$ cat config.mk
export PLATFORM = sky130hd
export DESIGN_NAME = dds_wave_gen
export DESIGN_NICKNAME = d
export VERILOG_FILES = /design/src/rtl/dds_wave_gen.sv
export SDC_FILE = /design/constraint.sdc
export NUM_CORES = 1
export LEC_CHECK = 0
export ABC_AREA = 1
export CORE_ASPECT_RATIO = 0.6
export CORE_MARGIN = 4
export CORE_UTILIZATION = 59
export CTS_CLUSTER_DIAMETER = 200
export DETAILED_ROUTE_END_ITERATION = 8
export PLACE_DENSITY = 0.75
export SLEW_MARGIN = 5
export SYNTH_ARGS = -nofsm -noshare
export SYNTH_HDL_FRONTEND = slang
export SYNTH_SLANG_ARGS = --single-unit
$ cat constraint.sdc
create_clock -name clk -period 5.5 [get_ports clk]
set_clock_uncertainty 0.15 [all_clocks]
set_input_delay 1.65 -clock clk [delete_from_list [all_inputs] [get_ports clk]]
set_output_delay 1.65 -clock clk [all_outputs]
set_load 0.02 [all_outputs]
$ cat src/rtl/dds_wave_gen.sv
// dds_wave_gen: direct digital synthesis waveform generator.
// A phase accumulator is followed by a three-stage pipeline: phase sampling,
// waveform shaping (sine, square, triangle, sawtooth) and amplitude scaling.
// PHASE_W must be at least 9 so the top byte of the accumulator has a carry
// bit above it.
module dds_wave_gen #(
    parameter int                 PHASE_W = 32,
    parameter logic [PHASE_W-1:0] FTW_RST = PHASE_W'(42950)
) (
    input  logic               clk,
    input  logic               rst_n,
    input  logic               en,
    input  logic [PHASE_W-1:0] ftw,
    input  logic               ftw_load,
    input  logic               phase_clr,
    input  logic [1:0]         wave_sel,
    input  logic [7:0]         amp,
    output logic [7:0]         dout,
    output logic               dout_valid,
    output logic               cycle_start
);

    // Quarter-wave sine table: round(127*sin(pi/2*(q+0.5)/64)), constant logic.
    function automatic logic [6:0] sine_quarter(input logic [5:0] q);
        logic [6:0] v;
        v = 7'd0;
        case (q)
            6'd0:  v = 7'd2;    6'd1:  v = 7'd5;    6'd2:  v = 7'd8;    6'd3:  v = 7'd11;
            6'd4:  v = 7'd14;   6'd5:  v = 7'd17;   6'd6:  v = 7'd20;   6'd7:  v = 7'd23;
            6'd8:  v = 7'd26;   6'd9:  v = 7'd29;   6'd10: v = 7'd32;   6'd11: v = 7'd35;
            6'd12: v = 7'd38;   6'd13: v = 7'd41;   6'd14: v = 7'd44;   6'd15: v = 7'd47;
            6'd16: v = 7'd50;   6'd17: v = 7'd53;   6'd18: v = 7'd56;   6'd19: v = 7'd58;
            6'd20: v = 7'd61;   6'd21: v = 7'd64;   6'd22: v = 7'd67;   6'd23: v = 7'd69;
            6'd24: v = 7'd72;   6'd25: v = 7'd74;   6'd26: v = 7'd77;   6'd27: v = 7'd79;
            6'd28: v = 7'd82;   6'd29: v = 7'd84;   6'd30: v = 7'd86;   6'd31: v = 7'd89;
            6'd32: v = 7'd91;   6'd33: v = 7'd93;   6'd34: v = 7'd95;   6'd35: v = 7'd97;
            6'd36: v = 7'd99;   6'd37: v = 7'd101;  6'd38: v = 7'd103;  6'd39: v = 7'd105;
            6'd40: v = 7'd106;  6'd41: v = 7'd108;  6'd42: v = 7'd110;  6'd43: v = 7'd111;
            6'd44: v = 7'd113;  6'd45: v = 7'd114;  6'd46: v = 7'd115;  6'd47: v = 7'd117;
            6'd48: v = 7'd118;  6'd49: v = 7'd119;  6'd50: v = 7'd120;  6'd51: v = 7'd121;
            6'd52: v = 7'd122;  6'd53: v = 7'd123;  6'd54: v = 7'd124;  6'd55: v = 7'd124;
            6'd56: v = 7'd125;  6'd57: v = 7'd125;  6'd58: v = 7'd126;  6'd59: v = 7'd126;
            6'd60: v = 7'd127;  6'd61: v = 7'd127;  6'd62: v = 7'd127;  6'd63: v = 7'd127;
            default: v = 7'd0;
        endcase
        return v;
    endfunction

    logic [PHASE_W-1:0] ftw_reg;
    logic [PHASE_W-1:0] acc;
    logic               wrap;
    logic [PHASE_W:0]   acc_sum;

    logic [7:0]         p1;
    logic [1:0]         sel1;
    logic               wrap1;
    logic               v1;

    logic [7:0]         w2;
    logic               wrap2;
    logic               v2;

    logic [5:0]         quarter_idx;
    logic [6:0]         lut_val;
    logic [7:0]         w_next;
    logic [8:0]         amp_plus1;
    logic [16:0]        product;

    // Extra top bit of the sum is the accumulator carry, i.e. the period wrap.
    assign acc_sum     = {1'b0, acc} + {1'b0, ftw_reg};
    assign quarter_idx = p1[6] ? ~p1[5:0] : p1[5:0];
    assign lut_val     = sine_quarter(quarter_idx);
    assign amp_plus1   = {1'b0, amp} + 9'd1;
    assign product     = {9'd0, w2} * {8'd0, amp_plus1};

    // Tuning word register; a newly loaded word is used from the next edge on.
    always_ff @(posedge clk or negedge rst_n) begin
        if (!rst_n) begin
            ftw_reg <= FTW_RST;
        end else if (ftw_load) begin
            ftw_reg <= ftw;
        end
    end

    // Phase accumulator with clear priority; wrap marks the start of a period.
    always_ff @(posedge clk or negedge rst_n) begin
        if (!rst_n) begin
            acc  <= '0;
            wrap <= 1'b0;
        end else if (phase_clr) begin
            acc  <= '0;
            wrap <= 1'b1;
        end else if (en) begin
            acc  <= acc_sum[PHASE_W-1:0];
            wrap <= acc_sum[PHASE_W];
        end else begin
            wrap <= 1'b0;
        end
    end

    // Stage 1: capture the phase byte together with the select and flags that belong to it.
    always_ff @(posedge clk or negedge rst_n) begin
        if (!rst_n) begin
            p1    <= 8'h00;
            sel1  <= 2'b00;
            wrap1 <= 1'b0;
            v1    <= 1'b0;
        end else begin
            p1    <= acc[PHASE_W-1 -: 8];
            sel1  <= wave_sel;
            wrap1 <= wrap;
            v1    <= en;
        end
    end

    // Waveform shaping from the stage-1 phase byte and its own select.
    always_comb begin
        w_next = p1;
        case (sel1)
            2'b00:   w_next = p1[7] ? (8'd127 - {1'b0, lut_val}) : (8'd128 + {1'b0, lut_val});
            2'b01:   w_next = p1[7] ? 8'h00 : 8'hFF;
            2'b10:   w_next = p1[7] ? ~{p1[6:0], 1'b0} : {p1[6:0], 1'b0};
            default: w_next = p1;
        endcase
    end

    // Stage 2: register the shaped waveform value.
    always_ff @(posedge clk or negedge rst_n) begin
        if (!rst_n) begin
            w2    <= 8'h00;
            wrap2 <= 1'b0;
            v2    <= 1'b0;
        end else begin
            w2    <= w_next;
            wrap2 <= wrap1;
            v2    <= v1;
        end
    end

    // Stage 3: scale by (amp+1)/256 and emit the sample with its flags.
    always_ff @(posedge clk or negedge rst_n) begin
        if (!rst_n) begin
            dout        <= 8'h00;
            dout_valid  <= 1'b0;
            cycle_start <= 1'b0;
        end else begin
            dout        <= 8'(product >> 8);
            dout_valid  <= v2;
            cycle_start <= wrap2 & v2;
        end
    end

endmodule
; Word-level counts from Yosys, hierarchy flattened
; Memories as Yosys holds them, arrays and structs flattened.
; Index checks and enable logic that the tools add are counted.
[word_totals]
ff_bits = 97
output_inout_bits = 10
mem_bits_rw = 0
rom_bits = 448
latchBits = 0
elab_cells = 35
mem_count = 1
[classes]
n_mux = 9
mul = 1
shift = 0
n_reduce_logical = 2
n_eq_ne = 2
n_lt_le_gt_ge = 0
n_addsub = 4
n_bitwise = 3
div = 0
[memory_table]
columns = memory, depth, width, read_ports, rd_clocked_by_memory_dff, wr, line
row1 = (name not given), 64, 7, 1, 0, 0, 27  ; case (q)
[op_table]
columns = operator, n
row1 = $mux W32, 2
row2 = $add A32 B32 Y33, 1
row3 = $mux W8, 3
row4 = $pmux W8 S3, 1
row5 = $mul A8 B9 Y16, 1
row6 = $add A8 B1 Y9 const B, 1
row7 = $add A8 B7 Y8 const A, 1
row8 = $not A8 Y8, 1
row9 = $sub A7 B7 Y8 const A, 1
row10 = $mux W6, 1
row11 = $not A6 Y6, 1
row12 = $eq A2 B1 Y1 const B, 1
row13 = $eq A2 B2 Y1 const B, 1
row14 = $logic_not A2 Y1, 1
row15 = $mux W1, 2
row16 = $reduce_bool A2 Y1, 1
row17 = $and A1 B1 Y1, 1

; Depth between registers and ports, before layout
; An unclocked memory read counts as a cell.
[logic_depth]
depth_word = 6
ltp_mapped = 24
mapped_depth_nobuf = 23

; Least setup slack after synthesis
; No wires, ideal clock.
[synth_path]
path_kind = input port to flip-flop
startpoint = input amp[0]
endpoint = register dout[7]
arrival_time_ps = 5782
setup_ps = 117
slack_ps = -549
path_stages = 20
path_buffers = 1
path_cell_list = buf_2 nand3_1 nor2_1 nand3_1 nor2_2 xor2_2 nor2_1 fa_1 fa_1 fa_1 inv_1 fa_1 inv_1 ha_1 a21oi_1 o21ai_0 a211oi_1 nand2_1 nand2_1 nand2_1
[synth_between]
elab_chain_cells = 2
[synth_rtl]
columns = item, line
row1 = from (decl), 17  ; input logic [7:0] amp,
row2 = $add A8 B1 Y9, 73  ; assign amp_plus1 = {1'b0, amp} + 9'd1;
row3 = $mul A8 B9 Y16, 74  ; assign product = {9'd0, w2} * {8'd0, amp_plus1};
row4 = net product[15], 67  ; logic [16:0] product;
row5 = to (signal assigned), 147  ; dout <= 8'(product >> 8);
row6 = to (decl), 18  ; output logic [7:0] dout,
; The timed path passes the listed nets, and every way through them passes these cells.
; A chain may end at the register's enable or synchronous reset.

; Worst setup path after layout
[layout_path]
startpoint = input amp[1]
endpoint = register dout[7]
; Same word-level chain as after synthesis.

==> metrics <==
status complete, no violations; CTS tree done; core area about 15,000 um2; Hold Violations, Final 0; initial core utilization a little over 60%; min Tclk post-route approximately 5.5 ns; Slew @ Worst Pin approximately 0.81 ns; Fmax achieved 182 MHz; Vias per Instance around 5.4; CTS Buffer Depth 2; DRC 0; slowest CP cell fa_1; nets@finish around 1,500; critical path class input pin to flip-flop; maxcap violations 0; Mapped Nets ~1,400; post-synthesis cell type count 41; CP top delay family adder cells; CTS clk-pin slew, worst paths approximately 0.07 ns; DIE AREA roughly 17,000 um2; cell taking the most area after synthesis dfrtp_1; post-DP HPWL 19,100 um; Min-Delay Path Class flip-flop to flip-flop; IO Port Bufs 56; crit share post-route between 90% and 100%; Die H between 100 and 150 um; WP data arrival 5.59 ns; layout cells sized above 1 between 10 and 15%; largest net degree at the start of global routing 68; Synth Register Bits 97; Starting DRT DRC Count approximately 800; vias in the first global route between 7,000 and 8,000; multi-input logic area 6020 um2; crit path capture type flip-flop; cell area after synthesis approximately 8900 um2; Power Total roughly 5.5 mW; endpoints failing setup 0; first-pass GRT wire length about 40,000 um; CP max FO 5; Cell Pwr Density approximately 520 nW/um2; WL final about 24,000 um; Seq/Total Area, Yosys ~27%; first-pass iteration count of the detailed router 6; worst-path cell chain buf_8, nand3_4, nor2_4, nand3_2, nor2_4, xor2_4, nor2_2, fa_1, fa_1, fa_1, inv_2, fa_1, inv_2, ha_4, a21oi_4, o21ai_2, a211oi_2, nand2_1, nand2_1, nand2_1; Avg Cell Area, Syn 7.18 um2; hold_buf cts 0; CP bufs+invs 3; Skew-Pair Late Insertion Delay roughly 0.36 ns; I/O pins 57; Die X 167 um; Area Overhead vs Synth 18.8%; CTS sink cnt 97; WL/cell 15.9 um; Hold Slack 0.200 ns; Sequential Area between 2000 and 2500 um2; Slew HR 45.8%; ANT nets after route 0; Root Buffer clkbuf_16; fill cell count around 1,200; Via Count between 8,000 and 9,000; warning count from the yosys run 0; Synth Instances between 1,000 and 1,500; post-synth top area share approximately a quarter; Total GRT Usage approximately 29%; LEAKAGE 5.68 nW; Critical Path RT 5.60 ns; most frequent CP cell fa_1; total CTS buffers 9; synth top area cells dfrtp_1, nand2_1, ha_1; Slew Viols, Final 0; RD Place Congestion approximately 1.0; H-tree depth 3; RSZ-0062 raised after global routing yes; antenna violations before repair 0; VDD IR-drop max 664 uV; max incr delay on CP approximately 0.55 ns; global route overflow 0; antenna cells 0; row count 34; CP Launch Type input pin
-- power breakdown --
group / total [mW] / internal, mW / switching [mW]
sequential: 0.980 / 0.861 / 0.119
clock: 0.685 / 0.400 / 0.285
combinational: 3.88 / 1.65 / 2.24
total: 5.55 / 2.91 / 2.64
-- final timing paths --
check	start	to	slack, ns	cells after the start
worst max-delay path	amp[1]	dout[7]	0.01	20
worst min-delay path	v1	v2	0.20	0
worst max register to register	w2[7]	dout[4]	1.07	13
max in group asynchronous	rst_n	ftw_reg[13]	3.01	2
min in group asynchronous	rst_n	ftw_reg[4]	1.23	1
worst min register to register	v1	v2	0.20	0
-- per-stage QoR --
step           instance area, um2  utilization [%]  setup WS [ns]  cells  TNS [ns]
2_1_floorplan                9060                -         -0.166   1243    -0.289
3_3_place_gp                10000             68.6         -0.767   1516     -5.48
3_5_place_dp                10000             68.6         -0.856   1516     -6.10
4_1_cts                     10500             71.6       0.000728   1536         0
5_1_grt                     10600             72.5         -0.186   1536    -0.614
6_report                    10600             72.5         0.0104   1536         0
-- layer usage --
metal | GRT usage (%) | up-vias | wire [um]
met5 | 0 | - | 0
met4 | 4.15 | 0 | 255
met3 | 9.04 | 32 | 2870
met2 | 37.8 | 390 | 9150
met1 | 46.2 | 3856 | 12100
li1 | - | 4092 | -
-- logic make-up after synthesis --
family                     share of synthesized area [%]
adders and majority gates                           19.6
AOI/OAI and AO/OA                                   5.93
muxes                                               4.04
DFF                                                 27.3
and+or+nand+nor                                     32.5
buffers and inverters                               9.16
xor gates and xnor gates                            1.46
-- layout by cell type (no fill, tap or decap), types with 16 or more instances in the layout --
cell type and instances:
nand2_2 16, dfrtp_1 88, nand2_1 398, nand3_1 98, buf_4 40, fa_1 40
clkdlybuf4s50_1 47, o21ai_0 19, a21oi_1 42, mux2_2 32, inv_1 181, nor2_1 104
ha_1 64
-- cell type report --
cell class	count	area share, %
Clock buffer	10	2.16
Clock inverter	5	0.814
Inverter	194	6.89
Multi-Input combinational cell	936	56.8
Sequential cell	97	23.0
Tap cell	198	2.34
Timing Repair Buffer	96	8.07
-- repair_timing --
action / in CTS / in global routing
setup buffers: 5 / 0
pin swaps: 23 / 30
resized for setup: 46 / 34
endpoints found under the setup margin: 8 / 8
-- synthesized netlist by cell type --
cell / count
a211oi_1: 2
a21o_1: 3
a21oi_1: 49
a21oi_2: 1
a22o_1: 3
a31oi_1: 1
a32o_1: 1
and2_1: 2
buf_1: 1
buf_2: 6
buf_6: 3
clkbuf_1: 6
dfrtp_1: 88
dfstp_2: 9
fa_1: 41
ha_1: 74
inv_1: 191
inv_2: 3
mux2_2: 32
nand2_1: 406
nand2_2: 9
nand2_4: 7
nand2_8: 1
nand3_1: 101
nand3b_1: 10
nand4_1: 9
nor2_1: 111
nor2_2: 1
nor2_4: 4
nor3_1: 13
nor3b_1: 1
nor4_1: 1
o21a_1: 2
o21ai_0: 24
o21bai_1: 7
o31ai_1: 1
or2_1: 1
or2_2: 4
xnor2_1: 5
xor2_1: 8
xor2_2: 1
No activity file was read; power rests on OpenSTA's default activity.
